File: src/rtl/id_exe_if.sv
// Decode-to-EXE bundle for the THCO-MIPS16 ID/EXE stage: decode-side fields,
// forwarding channels, stage outputs and the load-use stall back to decode.
interface id_exe_if #(
    parameter int DATA_W = 16,
    parameter int REG_AW = 4,
    parameter int FWD_CH = 2
);
    logic                     hold;
    logic                     flush;
    logic                     in_valid;
    logic [DATA_W-1:0]        pc;
    logic [15:0]              opn;
    logic                     mem_write;
    logic                     mem_read;
    logic                     reg_write;
    logic [REG_AW-1:0]        reg_addr;
    logic [REG_AW-1:0]        rs1_addr;
    logic [REG_AW-1:0]        rs2_addr;
    logic                     rs1_used;
    logic                     rs2_used;
    logic [DATA_W-1:0]        read_value1;
    logic [DATA_W-1:0]        read_value2;
    logic [FWD_CH-1:0]        fwd_valid;
    logic [FWD_CH*REG_AW-1:0] fwd_addr;
    logic [FWD_CH*DATA_W-1:0] fwd_value;

    logic                     out_valid;
    logic [DATA_W-1:0]        pc_out;
    logic [15:0]              opn_out;
    logic                     mem_write_out;
    logic                     mem_read_out;
    logic                     reg_write_out;
    logic [REG_AW-1:0]        reg_addr_out;
    logic [DATA_W-1:0]        op1;
    logic [DATA_W-1:0]        op2;
    logic [DATA_W-1:0]        mem_write_value;
    logic [DATA_W-1:0]        read_value1_output;
    logic [DATA_W-1:0]        read_value2_output;
    logic                     load_use_stall;

    modport master (
        output hold, flush, in_valid, pc, opn, mem_write, mem_read, reg_write, reg_addr,
               rs1_addr, rs2_addr, rs1_used, rs2_used, read_value1, read_value2,
               fwd_valid, fwd_addr, fwd_value,
        input  out_valid, pc_out, opn_out, mem_write_out, mem_read_out, reg_write_out,
               reg_addr_out, op1, op2, mem_write_value, read_value1_output,
               read_value2_output, load_use_stall
    );

    modport slave (
        input  hold, flush, in_valid, pc, opn, mem_write, mem_read, reg_write, reg_addr,
               rs1_addr, rs2_addr, rs1_used, rs2_used, read_value1, read_value2,
               fwd_valid, fwd_addr, fwd_value,
        output out_valid, pc_out, opn_out, mem_write_out, mem_read_out, reg_write_out,
               reg_addr_out, op1, op2, mem_write_value, read_value1_output,
               read_value2_output, load_use_stall
    );
endinterface

File: src/rtl/id_exe_stage.sv
// THCO-MIPS16 ID/EXE pipeline register: valid tracking, flush, hold, operand
// forwarding, load-use bubble insertion and per-opcode ALU operand selection.
module id_exe_stage #(
    parameter int DATA_W = 16,
    parameter int REG_AW = 4,
    parameter int FWD_CH = 2
) (
    input logic     clk,
    input logic     rst,
    id_exe_if.slave bus
);
    localparam logic [15:0] NOP_OPN = 16'h0800;

    // Major opcodes (opn[15:11]) that select a non-zero operand.
    typedef enum logic [4:0] {
        OP_SHIFT  = 5'b00110,
        OP_ADDIU3 = 5'b01000,
        OP_ADDIU  = 5'b01001,
        OP_SP_GRP = 5'b01100,
        OP_LI     = 5'b01101,
        OP_MOVE   = 5'b01111,
        OP_LW_SP  = 5'b10010,
        OP_LW     = 5'b10011,
        OP_SW_SP  = 5'b11010,
        OP_SW     = 5'b11011,
        OP_RRR    = 5'b11100,
        OP_RR     = 5'b11101,
        OP_IH     = 5'b11110
    } opcode_e;

    typedef struct packed {
        logic              valid;
        logic [DATA_W-1:0] pc;
        logic [15:0]       opn;
        logic              mem_write;
        logic              mem_read;
        logic              reg_write;
        logic [REG_AW-1:0] reg_addr;
        logic [DATA_W-1:0] op1;
        logic [DATA_W-1:0] op2;
        logic [DATA_W-1:0] mem_write_value;
        logic [DATA_W-1:0] read_value1;
        logic [DATA_W-1:0] read_value2;
    } stage_t;

    function automatic stage_t bubble();
        stage_t b;
        b     = '0;
        b.opn = NOP_OPN;
        return b;
    endfunction

    stage_t            stage_q, stage_d;
    logic [DATA_W-1:0] fv1, fv2;
    logic [DATA_W-1:0] op1_d, op2_d;
    logic [DATA_W-1:0] imm_s8, imm_s5, imm_s4, imm_z8, shamt;
    opcode_e           major;
    logic              stall;

    // Scanning from the oldest channel down lets the youngest match win.
    always_comb begin
        fv1 = bus.read_value1;
        fv2 = bus.read_value2;
        for (int i = FWD_CH - 1; i >= 0; i--) begin
            if (bus.rs1_used && bus.fwd_valid[i] &&
                bus.fwd_addr[i*REG_AW +: REG_AW] == bus.rs1_addr)
                fv1 = bus.fwd_value[i*DATA_W +: DATA_W];
            if (bus.rs2_used && bus.fwd_valid[i] &&
                bus.fwd_addr[i*REG_AW +: REG_AW] == bus.rs2_addr)
                fv2 = bus.fwd_value[i*DATA_W +: DATA_W];
        end
    end

    assign stall = stage_q.valid && stage_q.mem_read && stage_q.reg_write && bus.in_valid &&
                   ((bus.rs1_used && bus.rs1_addr == stage_q.reg_addr) ||
                    (bus.rs2_used && bus.rs2_addr == stage_q.reg_addr));

    assign major  = opcode_e'(bus.opn[15:11]);
    assign imm_s8 = {{(DATA_W-8){bus.opn[7]}}, bus.opn[7:0]};
    assign imm_s5 = {{(DATA_W-5){bus.opn[4]}}, bus.opn[4:0]};
    assign imm_s4 = {{(DATA_W-4){bus.opn[3]}}, bus.opn[3:0]};
    assign imm_z8 = {{(DATA_W-8){1'b0}}, bus.opn[7:0]};
    // A zero shift field means a shift by eight.
    assign shamt  = {{(DATA_W-4){1'b0}}, (bus.opn[4:2] == 3'd0) ? 4'd8 : {1'b0, bus.opn[4:2]}};

    // NOTE: every always_comb output gets a default first so no path infers a latch.
    always_comb begin
        op1_d = '0;
        op2_d = '0;
        case (major)
            OP_ADDIU, OP_LW_SP, OP_SW_SP: begin op1_d = fv1; op2_d = imm_s8; end
            OP_ADDIU3:                    begin op1_d = fv1; op2_d = imm_s4; end
            OP_LW, OP_SW:                 begin op1_d = fv1; op2_d = imm_s5; end
            OP_LI:                        op1_d = imm_z8;
            OP_MOVE:                      op1_d = fv2;
            OP_SP_GRP: begin
                if (bus.opn[10:8] == 3'b011) begin op1_d = fv1; op2_d = imm_s8; end // ADDSP
                else if (bus.opn[10:8] == 3'b100) op1_d = fv1;                     // MTSP
            end
            OP_SHIFT: begin
                if (bus.opn[1:0] != 2'b01) begin op1_d = fv2; op2_d = shamt; end
            end
            OP_RRR: begin
                if (bus.opn[0]) begin op1_d = fv1; op2_d = fv2; end                // ADDU, SUBU
            end
            OP_RR: begin
                case (bus.opn[4:0])
                    5'b00000: if (bus.opn[7:5] == 3'b010) op1_d = bus.pc;           // MFPC
                    5'b01100, 5'b01101, 5'b01010, 5'b00111: begin
                        op1_d = fv1;
                        op2_d = fv2;
                    end
                    default: ;
                endcase
            end
            OP_IH: begin
                if (bus.opn[7:1] == 7'd0) op1_d = fv1;                              // MFIH, MTIH
            end
            default: ;
        endcase
    end

    always_comb begin
        stage_d = stage_q;
        if (bus.flush) begin
            stage_d = bubble();
        end else if (bus.hold) begin
            stage_d = stage_q;
        end else if (stall || !bus.in_valid) begin
            stage_d = bubble();
        end else begin
            stage_d.valid           = 1'b1;
            stage_d.pc              = bus.pc;
            stage_d.opn             = bus.opn;
            stage_d.mem_write       = bus.mem_write;
            stage_d.mem_read        = bus.mem_read;
            stage_d.reg_write       = bus.reg_write;
            stage_d.reg_addr        = bus.reg_addr;
            stage_d.op1             = op1_d;
            stage_d.op2             = op2_d;
            stage_d.mem_write_value = fv2;
            stage_d.read_value1     = fv1;
            stage_d.read_value2     = fv2;
        end
    end

    // NOTE: sequential state uses non-blocking assignments so every register samples pre-edge values.
    always_ff @(posedge clk or posedge rst) begin
        if (rst) stage_q <= bubble();
        else     stage_q <= stage_d;
    end

    assign bus.out_valid          = stage_q.valid;
    assign bus.pc_out             = stage_q.pc;
    assign bus.opn_out            = stage_q.opn;
    assign bus.mem_write_out      = stage_q.mem_write;
    assign bus.mem_read_out       = stage_q.mem_read;
    assign bus.reg_write_out      = stage_q.reg_write;
    assign bus.reg_addr_out       = stage_q.reg_addr;
    assign bus.op1                = stage_q.op1;
    assign bus.op2                = stage_q.op2;
    assign bus.mem_write_value    = stage_q.mem_write_value;
    assign bus.read_value1_output = stage_q.read_value1;
    assign bus.read_value2_output = stage_q.read_value2;
    assign bus.load_use_stall     = stall;
endmodule

File: src/flat_wrapper.sv
// flat-port wrapper written by rule: the top's interface ports become plain ports
module id_exe_stage_flat 
#(
    parameter int DATA_W = 16,
    parameter int REG_AW = 4,
    parameter int FWD_CH = 2
)
  (clk, rst, bus_hold, bus_flush, bus_in_valid, bus_pc, bus_opn, bus_mem_write, bus_mem_read, bus_reg_write, bus_reg_addr, bus_rs1_addr, bus_rs2_addr, bus_rs1_used, bus_rs2_used, bus_read_value1, bus_read_value2, bus_fwd_valid, bus_fwd_addr, bus_fwd_value, bus_out_valid, bus_pc_out, bus_opn_out, bus_mem_write_out, bus_mem_read_out, bus_reg_write_out, bus_reg_addr_out, bus_op1, bus_op2, bus_mem_write_value, bus_read_value1_output, bus_read_value2_output, bus_load_use_stall);
  id_exe_if #(.DATA_W(DATA_W), .REG_AW(REG_AW), .FWD_CH(FWD_CH)) bus_i ();
  input logic clk;
  input logic rst;
  input wire logic [$bits(bus_i.hold)-1:0] bus_hold;
  input wire logic [$bits(bus_i.flush)-1:0] bus_flush;
  input wire logic [$bits(bus_i.in_valid)-1:0] bus_in_valid;
  input wire logic [$bits(bus_i.pc)-1:0] bus_pc;
  input wire logic [$bits(bus_i.opn)-1:0] bus_opn;
  input wire logic [$bits(bus_i.mem_write)-1:0] bus_mem_write;
  input wire logic [$bits(bus_i.mem_read)-1:0] bus_mem_read;
  input wire logic [$bits(bus_i.reg_write)-1:0] bus_reg_write;
  input wire logic [$bits(bus_i.reg_addr)-1:0] bus_reg_addr;
  input wire logic [$bits(bus_i.rs1_addr)-1:0] bus_rs1_addr;
  input wire logic [$bits(bus_i.rs2_addr)-1:0] bus_rs2_addr;
  input wire logic [$bits(bus_i.rs1_used)-1:0] bus_rs1_used;
  input wire logic [$bits(bus_i.rs2_used)-1:0] bus_rs2_used;
  input wire logic [$bits(bus_i.read_value1)-1:0] bus_read_value1;
  input wire logic [$bits(bus_i.read_value2)-1:0] bus_read_value2;
  input wire logic [$bits(bus_i.fwd_valid)-1:0] bus_fwd_valid;
  input wire logic [$bits(bus_i.fwd_addr)-1:0] bus_fwd_addr;
  input wire logic [$bits(bus_i.fwd_value)-1:0] bus_fwd_value;
  output wire logic [$bits(bus_i.out_valid)-1:0] bus_out_valid;
  output wire logic [$bits(bus_i.pc_out)-1:0] bus_pc_out;
  output wire logic [$bits(bus_i.opn_out)-1:0] bus_opn_out;
  output wire logic [$bits(bus_i.mem_write_out)-1:0] bus_mem_write_out;
  output wire logic [$bits(bus_i.mem_read_out)-1:0] bus_mem_read_out;
  output wire logic [$bits(bus_i.reg_write_out)-1:0] bus_reg_write_out;
  output wire logic [$bits(bus_i.reg_addr_out)-1:0] bus_reg_addr_out;
  output wire logic [$bits(bus_i.op1)-1:0] bus_op1;
  output wire logic [$bits(bus_i.op2)-1:0] bus_op2;
  output wire logic [$bits(bus_i.mem_write_value)-1:0] bus_mem_write_value;
  output wire logic [$bits(bus_i.read_value1_output)-1:0] bus_read_value1_output;
  output wire logic [$bits(bus_i.read_value2_output)-1:0] bus_read_value2_output;
  output wire logic [$bits(bus_i.load_use_stall)-1:0] bus_load_use_stall;
  assign bus_i.hold = bus_hold;
  assign bus_i.flush = bus_flush;
  assign bus_i.in_valid = bus_in_valid;
  assign bus_i.pc = bus_pc;
  assign bus_i.opn = bus_opn;
  assign bus_i.mem_write = bus_mem_write;
  assign bus_i.mem_read = bus_mem_read;
  assign bus_i.reg_write = bus_reg_write;
  assign bus_i.reg_addr = bus_reg_addr;
  assign bus_i.rs1_addr = bus_rs1_addr;
  assign bus_i.rs2_addr = bus_rs2_addr;
  assign bus_i.rs1_used = bus_rs1_used;
  assign bus_i.rs2_used = bus_rs2_used;
  assign bus_i.read_value1 = bus_read_value1;
  assign bus_i.read_value2 = bus_read_value2;
  assign bus_i.fwd_valid = bus_fwd_valid;
  assign bus_i.fwd_addr = bus_fwd_addr;
  assign bus_i.fwd_value = bus_fwd_value;
  assign bus_out_valid = bus_i.out_valid;
  assign bus_pc_out = bus_i.pc_out;
  assign bus_opn_out = bus_i.opn_out;
  assign bus_mem_write_out = bus_i.mem_write_out;
  assign bus_mem_read_out = bus_i.mem_read_out;
  assign bus_reg_write_out = bus_i.reg_write_out;
  assign bus_reg_addr_out = bus_i.reg_addr_out;
  assign bus_op1 = bus_i.op1;
  assign bus_op2 = bus_i.op2;
  assign bus_mem_write_value = bus_i.mem_write_value;
  assign bus_read_value1_output = bus_i.read_value1_output;
  assign bus_read_value2_output = bus_i.read_value2_output;
  assign bus_load_use_stall = bus_i.load_use_stall;
  id_exe_stage #(.DATA_W(DATA_W), .REG_AW(REG_AW), .FWD_CH(FWD_CH)) u_core (.clk(clk), .rst(rst), .bus(bus_i));
endmodule
File: config.mk
export PLATFORM = sky130hd
export DESIGN_NAME = id_exe_stage_flat
export DESIGN_NICKNAME = d
export VERILOG_FILES = /design/src/rtl/id_exe_if.sv /design/src/rtl/id_exe_stage.sv /design/src/flat_wrapper.sv
export SDC_FILE = /design/constraint.sdc
export NUM_CORES = 1
export LEC_CHECK = 0
export ABC_CLOCK_PERIOD_IN_PS = 4500
export BUFFER_PORTS_ARGS = -buffer_cell sky130_fd_sc_hd__clkbuf_2
export CORE_ASPECT_RATIO = 0.9
export CORE_MARGIN = 10
export CORE_UTILIZATION = 45
export DETAILED_ROUTE_END_ITERATION = 8
export PLACE_DENSITY_LB_ADDON = 0.15
export SLEW_MARGIN = 10
export SYNTH_ARGS = -nofsm -noshare
export SYNTH_HDL_FRONTEND = slang
export SYNTH_SLANG_ARGS = --single-unit
export TNS_END_PERCENT = 30
File: constraint.sdc
create_clock -name clk -period 4.5 [get_ports clk]
set_clock_uncertainty 0.2 [all_clocks]
set_input_delay 0.9 -clock clk [delete_from_list [all_inputs] [get_ports clk]]
set_output_delay 0.9 -clock clk [all_outputs]
set_load 0.02 [all_outputs]
==> results.json <==
{
  "core_sq_um": 12700,
  "synth.net_count": 730,
  "fmax_ghz": 0.319,
  "status": "finished clean",
  "syn_avg_cell_area_sq_um": 9.72,
  "ys_seq_area_frac": 0.445,
  "die_area_sq_um": 18000,
  "period_share": 0.697,
  "synth_edf_count": 0,
  "powerDensity_nw_per_um2": 306,
  "hold_viol": 0,
  "syn_area_sq_um": 5850,
  "yosys-top-cells-count": "dfrtp_1 (103), a22o_1 (70), nand2_1 (48), clkbuf_1 (40)",
  "sw_frac_of_total": 0.309,
  "rows": 39,
  "p_int_mw": 1.57,
  "antenna_found_initial": 0,
  "cpPeakStageDelay_ns": 0.42,
  "synth.most_common_cell": "dfrtp_1",
  "r2r-start": "u_core.bus.reg_write_out$_DFFE_PP0P_",
  "p_sw_mw": 0.701,
  "port-buffer-count": 248,
  "netlist.area_leader.share": 0.440,
  "fin_setup_tns_ns": 0,
  "setup_ws_ns": 1.36,
  "hold_class": "register to register",
  "wl_per_cell_um": 25.0,
  "htreeDepth": 3,
  "detail-route-antenna-nets": 0,
  "dr.pass1.iters": 6,
  "cts_resized": 0,
  "rsz0062_at_grt": "false",
  "slew_viol_final": 0,
  "synth_cells": 602,
  "clk_pin_slew_ns": 0.07,
  "postCtsSetupBuffers": 0,
  "syn_to_final_growth_pct": 26.7,
  "cts_buffers": 9,
  "reg2reg_slack_ns": 1.82,
  "grt_start_max_net_pins": 51,
  "drc_errors": 0,
  "cts_sinks": 104,
  "fin_nets": 935,
  "grt_pass1_wl_um": 36900,
  "worst_pin_slew_ns": 0.994,
  "async_flop_share": 1.00,
  "ys_top_cells_by_area": "dfrtp_1 (44%), a22o_1 (10%), o31ai_1 (3.5%)",
  "reg2regPathDepth": 7,
  "combPwrFrac": 0.190,
  "cts_buffer_depth": 2,
  "clk_latency_ns": 0.35,
  "grt_pass1_vias": 6105,
  "slew-limit-headroom": 0.334,
  "hold_end": "u_core.bus.opn_out[11]$_DFFE_PP1P_",
  "globalRouteOverflowTotal": 0,
  "io_pins": 249,
  "drt_iter0_drc": 848,
  "seq_power_share": 0.433,
  "critPathCaptureType": "output pin",
  "fp.dieW_um": 140,
  "antenna_cells": 0,
  "multi_input_area_sq_um": 2900,
  "start_kind": "input port",
  "path_class": "input port to output pin",
  "power_frac_clock": 0.377,
  "arrival_ns": 2.04,
  "routed_wl_um": 24400,
  "yosysWarnings": 0,
  "die-height_um": 128,
  "grt_use_total": 0.260,
  "drive_gt1_frac": 0.365,
  "peakVddDrop_mv": 0.174,
  "fin_crit_ns": 3.14,
  "cp_common_cell": "clkbuf_2",
  "yosys.cell_types.count": 57,
  "cts_hold_repair.buffers": 0,
  "finalSetupViolCount": 0,
  "seqCellArea_sq_um": 2600,
  "cp.required_ns": 3.40,
  "filler_cell_count": 1134,
  "synth_top_cell_by_area": "dfrtp_1",
  "pre_cts_slack_ns": 1.23,
  "slowest_stage": "o22ai_1",
  "hold-path-cell-count": 2,
  "start_util": 0.460,
  "synth_top_flop_cell": "dfrtp_1",
  "synth_seq_cells": 104,
  "timing.rr.end": "u_core.bus.op1[10]$_DFFE_PP0P_",
  "min_from": "u_core.bus.opn_out[11]$_DFFE_PP1P_",
  "vias": 6131,
  "root_buffer": "clkbuf_16",
  "crit_fanout": 3,
  "cts_tree": "built",
  "critPathTopFamily": "compound AO/OA/AOI/OAI gates",
  "power.static_leakage_nw": 3.58,
  "drv_cap": 0,
  "crit_chain": "clkbuf_2 > and4_1 > nand4_1 > o22ai_1 > clkbuf_2",
  "dp_hpwl_um": 19000,
  "vias_per_cell": 6.28,
  "critPathBufInv": 2,
  "place_congestion": 0.911
}
==> flip-flops by register name, indices dropped and copies added (netlist names), 4 cells and up <==
register                       cells
u_core.bus.opn_out                16
u_core.bus.mem_write_value        16
u_core.bus.pc_out                 16
u_core.bus.op2                    16
u_core.bus.reg_addr_out            4
u_core.bus.read_value1_output     16
u_core.bus.op1                    16
==> logic make-up (layout without fill, tap and decap cells) <==
group / count (synthesis) / after routing / synth area share
and+or+nand+nor: 174 / 174 / 0.160
xor gates and xnor gates: 20 / 20 / 0.0299
buffers and inverters: 77 / 287 / 0.0648
AOI/OAI and AO/OA: 221 / 221 / 0.290
DFF: 104 / 104 / 0.445
muxes: 6 / 6 / 0.0103
==> through the flow <==
step | area (sq um) | power (mW) | util | hold slack (ns) | cells
3_5_place_dp | 7100 | 1.43 | 0.557 | 0.259 | 960
6_report | 7420 | 2.27 | 0.582 | 0.266 | 976
3_3_place_gp | 7100 | 1.42 | 0.557 | 0.252 | 960
4_1_cts | 7420 | 2.27 | 0.582 | 0.269 | 976
2_1_floorplan | 5850 | 1.24 | - | 0.293 | 602
5_1_grt | 7420 | 2.35 | 0.582 | 0.275 | 976
==> worst max-delay path by stage <==
| stage | startpoint | to | slack, ns | cells past startpoint |
|---|---|---|---|---|
| after floorplan | rst | u_core.bus.mem_read_out$_DFFE_PP0P_ | 0.67 | 1 |
| after global placement | bus_in_valid | u_core.bus.op1[10]$_DFFE_PP0P_ | 1.26 | 8 |
| after detailed placement | bus_in_valid | u_core.bus.op1[10]$_DFFE_PP0P_ | 1.23 | 8 |
| after CTS | bus_in_valid | bus_load_use_stall | 1.36 | 5 |
| after global routing | bus_in_valid | bus_load_use_stall | 1.30 | 5 |
| final | bus_in_valid | bus_load_use_stall | 1.36 | 5 |
==> tightest hold or removal path, stage by stage (launching register included) <==
cell	delay, ns
dfstp_2	0.37
inv_1	0.04
a2bb2oi_1	0.05
==> per-layer routing <==
layer / global-route usage / share of wire
met5: 0 / 0
met4: 0.0552 / 0.012
met3: 0.0885 / 0.12
met2: 0.384 / 0.44
met1: 0.359 / 0.43
==> cell usage in the layout (no fill, tap or decap), types with 14 or more instances in the layout <==
| cell | instances |
|---|---|
| buf_4 | 17 |
| xnor2_1 | 18 |
| nor2b_1 | 16 |
| nand2_1 | 48 |
| clkbuf_2 | 248 |
| o31ai_1 | 27 |
| a22o_1 | 70 |
| nor3_1 | 28 |
| o21ai_0 | 14 |
| nand4_1 | 30 |
| a21oi_1 | 17 |
| a31oi_1 | 25 |
| dfrtp_1 | 103 |
==> final cells by class <==
cell class	instances	area share
clock buffers	10	0.0322
inverters	6	0.00337
clock inverters	6	0.0106
flip-flops and latches	104	0.351
well taps	164	0.0277
repair buffers	265	0.185
multi-input cells	421	0.390
==> power groups by stage <==
stage / Sequential, mW / Combinational, mW / Clock [mW]
global placement: 1.00 / 0.423 / 0
global route: 0.987 / 0.460 / 0.904
CTS: 0.983 / 0.427 / 0.864
finish: 0.984 / 0.431 / 0.855
detailed placement: 1.00 / 0.426 / 0
floorplan: 1.03 / 0.208 / 0
Power figures use the tool's default switching activity.
